[config.mk]
export PLATFORM = sky130hd
export DESIGN_NAME = dmem_ctrl_flat
export DESIGN_NICKNAME = d
export VERILOG_FILES = /design/src/rtl/dmem_ctrl_if.sv /design/src/rtl/dmem_ctrl.sv /design/src/flat_wrapper.sv
export SDC_FILE = /design/constraint.sdc
export NUM_CORES = 1
export LEC_CHECK = 0
export ABC_AREA = 1
export CAP_MARGIN = 20
export CELL_PAD_IN_SITES_DETAIL_PLACEMENT = 1
export CELL_PAD_IN_SITES_GLOBAL_PLACEMENT = 1
export CORE_MARGIN = 5
export CORE_UTILIZATION = 35
export DETAILED_ROUTE_END_ITERATION = 8
export DONT_BUFFER_PORTS = 1
export PLACE_DENSITY_LB_ADDON = 0.3
export SLEW_MARGIN = 40
export SYNTH_ARGS = -nofsm -noshare
export SYNTH_HDL_FRONTEND = slang
export SYNTH_SLANG_ARGS = --single-unit
[constraint.sdc]
create_clock -name clk -period 6.2 [get_ports clk]
set_input_delay 0.31 -clock clk [delete_from_list [all_inputs] [get_ports clk]]
set_output_delay 0.31 -clock clk [all_outputs]
set_load 0.05 [all_outputs]
[src/rtl/dmem_ctrl_if.sv]
// External data-bus bundle between dmem_ctrl (master) and the memory system (slave).
// Single outstanding request/grant with a separate read-data return.
interface dmem_ctrl_if;
    logic        bus_req_o;
    logic        bus_we_o;
    logic [31:0] bus_addr_o;
    logic [31:0] bus_wdata_o;
    logic [3:0]  bus_be_o;
    logic        bus_gnt_i;
    logic        bus_rvalid_i;
    logic [31:0] bus_rdata_i;

    modport master (
        output bus_req_o, bus_we_o, bus_addr_o, bus_wdata_o, bus_be_o,
        input  bus_gnt_i, bus_rvalid_i, bus_rdata_i
    );

    modport slave (
        input  bus_req_o, bus_we_o, bus_addr_o, bus_wdata_o, bus_be_o,
        output bus_gnt_i, bus_rvalid_i, bus_rdata_i
    );
endinterface

[src/rtl/dmem_ctrl.sv]
// Data-memory controller: in-order store buffer drained onto a request/grant bus,
// loads issued only once all older stores have left the buffer.
module dmem_ctrl #(
    parameter int SB_DEPTH = 2
) (
    input  logic        clk,
    input  logic        reset,
    input  logic        st_valid_i,
    input  logic [31:0] st_addr_i,
    input  logic [31:0] st_data_i,
    input  logic [3:0]  st_byte_i,
    output logic        st_ready_o,
    input  logic        ld_valid_i,
    input  logic [31:0] ld_addr_i,
    output logic [31:0] dmem_read_data_o,
    output logic        dmem_read_valid_o,
    output logic        sb_empty_o,
    dmem_ctrl_if.master bus
);
    localparam int PW = $clog2(SB_DEPTH);
    localparam int CW = $clog2(SB_DEPTH + 1);

    typedef enum logic [2:0] {IDLE, ST_REQ, LD_REQ, LD_WAIT, LD_DONE} state_t;

    state_t         state, state_nxt;
    logic [29:0]    sb_addr [SB_DEPTH];
    logic [31:0]    sb_data [SB_DEPTH];
    logic [3:0]     sb_be   [SB_DEPTH];
    logic [PW-1:0]  wr_ptr, rd_ptr;
    logic [CW-1:0]  count, count_nxt;
    logic [29:0]    ld_addr_q;
    logic           enq, deq;
    logic           unused_addr_bits;

    assign unused_addr_bits = ^{st_addr_i[1:0], ld_addr_i[1:0]};

    assign st_ready_o = (count != CW'(SB_DEPTH));
    assign sb_empty_o = (count == '0);
    assign enq        = st_valid_i && st_ready_o && (st_byte_i != 4'h0);
    assign deq        = (state == ST_REQ) && bus.bus_gnt_i;

    always_comb begin
        count_nxt = count;
        if (enq && !deq)
            count_nxt = count + CW'(1);
        else if (!enq && deq)
            count_nxt = count - CW'(1);
    end

    always_ff @(posedge clk or posedge reset) begin
        if (reset)
            state <= IDLE;
        else
            state <= state_nxt;
    end

    always_comb begin
        state_nxt = state;
        case (state)
            // A store being pushed this cycle is older than a load seen this cycle,
            // so it holds the load off until the buffer has drained.
            IDLE: begin
                if (count != '0)
                    state_nxt = ST_REQ;
                else if (ld_valid_i && !enq)
                    state_nxt = LD_REQ;
            end
            ST_REQ:  if (bus.bus_gnt_i && count_nxt == '0) state_nxt = IDLE;
            LD_REQ:  if (bus.bus_gnt_i) state_nxt = LD_WAIT;
            LD_WAIT: if (bus.bus_rvalid_i) state_nxt = LD_DONE;
            LD_DONE: state_nxt = IDLE;
            default: state_nxt = IDLE;
        endcase
    end

    always_comb begin
        bus.bus_req_o     = 1'b0;
        bus.bus_we_o      = 1'b0;
        bus.bus_addr_o    = '0;
        bus.bus_wdata_o   = '0;
        bus.bus_be_o      = '0;
        dmem_read_valid_o = 1'b0;
        case (state)
            ST_REQ: begin
                bus.bus_req_o   = 1'b1;
                bus.bus_we_o    = 1'b1;
                bus.bus_addr_o  = {sb_addr[rd_ptr], 2'b00};
                bus.bus_wdata_o = sb_data[rd_ptr];
                bus.bus_be_o    = sb_be[rd_ptr];
            end
            LD_REQ: begin
                bus.bus_req_o  = 1'b1;
                bus.bus_addr_o = {ld_addr_q, 2'b00};
                bus.bus_be_o   = 4'hF;
            end
            LD_DONE: dmem_read_valid_o = 1'b1;
            default: ;
        endcase
    end

    always_ff @(posedge clk or posedge reset) begin
        if (reset) begin
            wr_ptr           <= '0;
            rd_ptr           <= '0;
            count            <= '0;
            ld_addr_q        <= '0;
            dmem_read_data_o <= '0;
        end else begin
            count <= count_nxt;
            if (enq)
                wr_ptr <= wr_ptr + PW'(1);
            if (deq)
                rd_ptr <= rd_ptr + PW'(1);
            if (state == IDLE && state_nxt == LD_REQ)
                ld_addr_q <= ld_addr_i[31:2];
            if (state == LD_WAIT && bus.bus_rvalid_i)
                dmem_read_data_o <= bus.bus_rdata_i;
        end
    end

    always_ff @(posedge clk) begin
        if (enq) begin
            sb_addr[wr_ptr] <= st_addr_i[31:2];
            sb_data[wr_ptr] <= st_data_i;
            sb_be[wr_ptr]   <= st_byte_i;
        end
    end
endmodule

[src/flat_wrapper.sv]
// flat-port wrapper written by rule: the top's interface ports become plain ports
module dmem_ctrl_flat 
#(
    parameter int SB_DEPTH = 2
)
  (clk, reset, st_valid_i, st_addr_i, st_data_i, st_byte_i, st_ready_o, ld_valid_i, ld_addr_i, dmem_read_data_o, dmem_read_valid_o, sb_empty_o, bus_bus_req_o, bus_bus_we_o, bus_bus_addr_o, bus_bus_wdata_o, bus_bus_be_o, bus_bus_gnt_i, bus_bus_rvalid_i, bus_bus_rdata_i);
  dmem_ctrl_if bus_i ();
  input  logic clk;
  input  logic reset;
  input  logic st_valid_i;
  input  logic [31:0] st_addr_i;
  input  logic [31:0] st_data_i;
  input  logic [3:0] st_byte_i;
  output logic st_ready_o;
  input  logic ld_valid_i;
  input  logic [31:0] ld_addr_i;
  output logic [31:0] dmem_read_data_o;
  output logic dmem_read_valid_o;
  output logic sb_empty_o;
  output wire logic [$bits(bus_i.bus_req_o)-1:0] bus_bus_req_o;
  output wire logic [$bits(bus_i.bus_we_o)-1:0] bus_bus_we_o;
  output wire logic [$bits(bus_i.bus_addr_o)-1:0] bus_bus_addr_o;
  output wire logic [$bits(bus_i.bus_wdata_o)-1:0] bus_bus_wdata_o;
  output wire logic [$bits(bus_i.bus_be_o)-1:0] bus_bus_be_o;
  input wire logic [$bits(bus_i.bus_gnt_i)-1:0] bus_bus_gnt_i;
  input wire logic [$bits(bus_i.bus_rvalid_i)-1:0] bus_bus_rvalid_i;
  input wire logic [$bits(bus_i.bus_rdata_i)-1:0] bus_bus_rdata_i;
  assign bus_bus_req_o = bus_i.bus_req_o;
  assign bus_bus_we_o = bus_i.bus_we_o;
  assign bus_bus_addr_o = bus_i.bus_addr_o;
  assign bus_bus_wdata_o = bus_i.bus_wdata_o;
  assign bus_bus_be_o = bus_i.bus_be_o;
  assign bus_i.bus_gnt_i = bus_bus_gnt_i;
  assign bus_i.bus_rvalid_i = bus_bus_rvalid_i;
  assign bus_i.bus_rdata_i = bus_bus_rdata_i;
  dmem_ctrl #(.SB_DEPTH(SB_DEPTH)) u_core (.clk(clk), .reset(reset), .st_valid_i(st_valid_i), .st_addr_i(st_addr_i), .st_data_i(st_data_i), .st_byte_i(st_byte_i), .st_ready_o(st_ready_o), .ld_valid_i(ld_valid_i), .ld_addr_i(ld_addr_i), .dmem_read_data_o(dmem_read_data_o), .dmem_read_valid_o(dmem_read_valid_o), .sb_empty_o(sb_empty_o), .bus(bus_i));
endmodule
; ---- Word level (Yosys, flattened, before mapping)
; Memories as Yosys holds them, arrays and structs flattened.
; Index checks and enable logic that the tools add are counted.
[totals]
input_bits = 138
elab_cells = 52
mem_bits_rw = 132
out_inout_bits = 105
reg_bits = 69
n_memories = 3
[mem_list]
columns = name, depth, word_bits, read_ports, rd_ports_with_merged_regs, wr, line
row1 = u_core.sb_data, 2, 32, 1, 0, 1, dmem_ctrl.sv:27  ; logic [31:0] sb_data [SB_DEPTH];
row2 = u_core.sb_addr, 2, 30, 1, 0, 1, dmem_ctrl.sv:26  ; logic [29:0] sb_addr [SB_DEPTH];
row3 = u_core.sb_be, 2, 4, 1, 0, 1, dmem_ctrl.sv:28  ; logic [3:0] sb_be [SB_DEPTH];
[op_classes]
muxes = 16
eq_ne = 6
add_sub_neg = 4
reduce_logical = 17
[ops]
columns = op, n
row1 = $pmux W32 S2, 1
row2 = $mux W32, 1
row3 = $mux W3, 5
row4 = $pmux W3 S4, 1
row5 = $eq A3 B2 Y1 const B, 3
row6 = $logic_and A1 B1 Y1, 9
row7 = $pmux W4 S2, 1
row8 = $mux W1, 5
row9 = $logic_not A2 Y1, 2
row10 = $mux W2, 2
row11 = $reduce_bool A4 Y1, 1
row12 = $eq A3 B1 Y1 const B, 1
row13 = $eq A3 B3 Y1 const B, 1
row14 = $logic_not A3 Y1, 1
row15 = $add A1 B1 Y1 const B, 2
row16 = $add A2 B1 Y2 const B, 1
row17 = $logic_not A1 Y1, 2
row18 = $ne A2 B2 Y1 const B, 1
row19 = $reduce_bool A2 Y1, 1
row20 = $reduce_or A2 Y1, 1
row21 = $sub A2 B1 Y2 const B, 1

; ---- Logic depth before layout (Yosys ltp)
[depth]
depth_word = 13
mapped_depth = 12
mapped_depth_nobuf = 12

; ---- Least setup slack after synthesis
; No wires, ideal clock.
[synth_timing]
path_type = register to register
start = reg u_core.count[0]
end = mem u_core.sb_addr[1][0], enable pin
setup_ps = 492
n_path_buf = 0
required_time_ps = 5708
stages_incl_launch_ff = 8
synth_period_minus_slack_ps = 4318
slack_ps = 1882
arrival_ps = 3826
cell_sequence = dfrtp_1 inv_1 ha_1 inv_2 nand2_1 inv_2 nand2_1 nor2_1
[synth_between]
elab_chain_cells = 5
[synth_lines]
columns = element, line
row1 = start: declaration, dmem_ctrl.sv:30  ; logic [CW-1:0] count, count_nxt;
row2 = start signal: assignment, dmem_ctrl.sv:109  ; count <= count_nxt;
row3 = $ne A2 B2 Y1, dmem_ctrl.sv:37  ; assign st_ready_o = (count != CW'(SB_DEPTH));
row4 = named net st_ready_o, flat_wrapper.sv:14  ; output logic st_ready_o;
row5 = $logic_and A1 B1 Y1 (2 in a row), dmem_ctrl.sv:39  ; assign enq = st_valid_i && st_ready_o && (st_byte_i != 4'h0);
row6 = $mux W1, dmem_ctrl.sv:122  ; if (enq) begin
row7 = $mux W1 (implied by the code), dmem_ctrl.sv:123  ; sb_addr[wr_ptr] <= st_addr_i[31:2];
row8 = end: declaration, dmem_ctrl.sv:26
; The timed path passes the listed nets, and every way through them passes these cells.

; ---- Final worst setup path
[layout_timing]
start = reg u_core.rd_ptr
end = out bus_bus_addr_o[19]
[layout_between]
elab_chain_cells = 2
[layout_lines]
columns = element, line
row1 = start: declaration, dmem_ctrl.sv:29  ; logic [PW-1:0] wr_ptr, rd_ptr;
row2 = start signal: assignment, dmem_ctrl.sv:113  ; rd_ptr <= rd_ptr + PW'(1);
row3 = $mem_v2 Z2 W30, n/a
row4 = $pmux W32 S2, dmem_ctrl.sv:83  ; case (state)
row5 = end: declaration, flat_wrapper.sv:22  ; output wire logic [$bits(bus_i.bus_addr_o)-1:0] bus_bus_addr_o;
; Every way passes these cells.

==> out/results.ini <==
[run_status]
status = completed

[grt]
grt_max_degree = 70
grt_antenna_before_repair = 1
grt_usage_pct = 17.6
grt_overflow_total = 0
grt_pass1_wl_microns = 36600
grt_pass1_vias = 6469

[detailed_routing]
post-route-drc-count = 0
wire_per_inst_microns = 21.0
dr.pass1.iters = 4
vias = 5565
via_per_inst = 5.00
drt_iter0_drc = 241
wl_microns = 23400
ant_nets = 0

[critical_path]
crit_end = bus_bus_addr_o[19]
reg2reg_slack_ps = 3220
startpoint = u_core.rd_ptr
rr_startpoint = u_core.count[0]
path_max_fanout = 38
crit_required_ps = 5890
rr_endpoint = u_core.sb_addr[1][28]
worst_setup_path_start_kind = register
arrival_ps = 2740
reg2reg_depth = 8
criticalPathCategory = register to output pin
endpoint_kind = output pin

[finish]
multi_input_area_sq_um = 2770
drive_gt1_share_pct = 22.5
fin_util_pct = 48.9
fin_nets = 950
nFillCells = 2293
fin_cells = 1112
areaGrowthSynthToFinish_pct = 37.2
seqCellArea_sq_um = 5690
design_area_sq_um = 11100

[timing]
tns_ps = 0
max_slew_margin_pct = 42.9
period_share_pct = 49.2
hold_viol = 0
fmax_mhz = 328
finalMaxSlewViolations = 0
rsz0062_at_grt = no
finClkSkew_ps = 26.3
worstMarginPinSlew_ps = 857
finalCriticalPeriod_ps = 3050
setup_viol = 0

[clock_tree]
cts_setup_buffers = 0
insertion_delay_ps = 510
cts_sinks = 201
cts-root-buf = clkbuf_16
cts_tree = done
cts_buffer_depth = 3
h-tree-depth = 1
path_clk_slew_ps = 60
postCtsHoldBufs = 130
cts_resized = 0
numCtsBuffers = 22

[placement]
place.gp.congestion = 0.758
portBuffers = 0
placedCellCount = 941
dp_hpwl_microns = 14300
placed_area_sq_um = 9090

[floorplan]
dieArea_sq_um = 26300
io_pins = 243
coreArea_sq_um = 22700
start_util_pct = 35.7
die_y_microns = 162
rows = 55
die_x_microns = 162

[synth]
synth-seq-cells = 201
synth-seq-area-share_pct = 70.3
syn-instance-count = 683
synth_top_area_share_pct = 48.9
synth_edf_count = 132
yosysWarnings = 0
async_flop_share_pct = 34.3
ys.flop_type = edfxtp_1
syn-cell-area_sq_um = 8100
synth.distinct_cells = 30
synth.largest_area_cell = edfxtp_1
synth_area_per_cell_sq_um = 11.9
synthTopCellsByArea = edfxtp_1 (49%), dfrtp_1 (21%), nand2_1 (8.2%)

[worst_hold_path]
hold_path_class = input port to register

[flow_run]
drv_cap = 0

[worst max-delay path, stage by stage, from the launching register on]
cell and delay (ps):
dfrtp_2 410, inv_2 480, buf_4 530, nor2_1 140, o32ai_4 620
[synthesized netlist by cell type (all sizes together) (2+ instances only)]
master and instances:
o32ai 30, nand2 177, inv 46, a21oi 63, clkbuf 16, nor3 2
nor2 105, ha 2, edfxtp 132, dfrtp 69, nand4 2, buf 22
nand3 6, o31ai 4
[layout by cell type (no fill, tap or decap), types with 2 or more instances in the layout]
master / count
nand3_1: 4
conb_1: 2
nor2_4: 2
bufinv_16: 2
o31ai_4: 4
inv_4: 3
a21oi_2: 62
o32ai_4: 30
inv_2: 5
buf_6: 4
clkbuf_16: 22
inv_1: 40
nor2_1: 74
edfxtp_1: 132
ha_1: 2
nor2_2: 29
buf_4: 5
clkinv_2: 6
dfrtp_1: 68
nand2_1: 176
dlygate4sd3_1: 130
clkinv_1: 4
nand4_1: 2
[stage by stage]
step           hold slack, ps  setup WS (ps)
6_report                 27.6           3150
3_5_place_dp              409           3110
2_1_floorplan             409           1880
4_1_cts                  5.10           3050
3_3_place_gp              409           3200
5_1_grt                  21.5           2970
[cells by family after synthesis]
| group | share of synthesized area, % |
|---|---|
| other | 0.0463 |
| buffers and inverters | 5.04 |
| flip-flops | 70.3 |
| XOR/XNOR | 0.108 |
| AND/OR/NAND/NOR | 14.9 |
| AO/OA/AOI/OAI | 9.32 |
| adder cells (fa/ha/maj) | 0.309 |
[routing by layer]
layer / GRT usage (%) / part of all wire [%] / up-vias
met2: 31.4 / 52 / 179
met5: 0 / 0 / -
li1: - / - / 2559
met1: 20.9 / 39 / 2783
met4: 5.38 / 2.4 / 0
met3: 4.62 / 6.4 / 44
[sequential cells by signal, summed over array words and instances (netlist names)]
register / flops
u_core.dmem_read_data_o: 32
u_core.count: 2
u_core.sb_be: 8
u_core.wr_ptr: 1
u_core.rd_ptr: 1
u_core.ld_addr_q: 30
u_core.sb_addr: 60
u_core.sb_data: 64
u_core.state: 3
[final cells by class]
type / instances / area share [%]
multi-input combinational: 398 / 24.9
clock inverter: 17 / 1.40
sequential: 201 / 51.2
antenna: 1 / 0.0225
timing repair buffer: 140 / 12.6
clock buffer: 23 / 4.99
inverter: 47 / 1.61
tap: 285 / 3.21
[worst min path at each step]
stage,slack (ps),from,end,depth (start not counted)
after floorplan,410,st_addr_i[2],u_core.sb_addr[0][0],0
after global placement,410,st_addr_i[31],u_core.sb_addr[0][29],0
after detailed placement,410,st_data_i[24],u_core.sb_data[1][24],0
after CTS,5,bus_bus_gnt_i,u_core.rd_ptr,2
after global routing,20,bus_bus_gnt_i,u_core.rd_ptr,2
final,30,bus_bus_gnt_i,u_core.rd_ptr,2
Power is not shown: default switching activity piles up to over one toggle a cycle in this logic, so the estimate is an artifact.
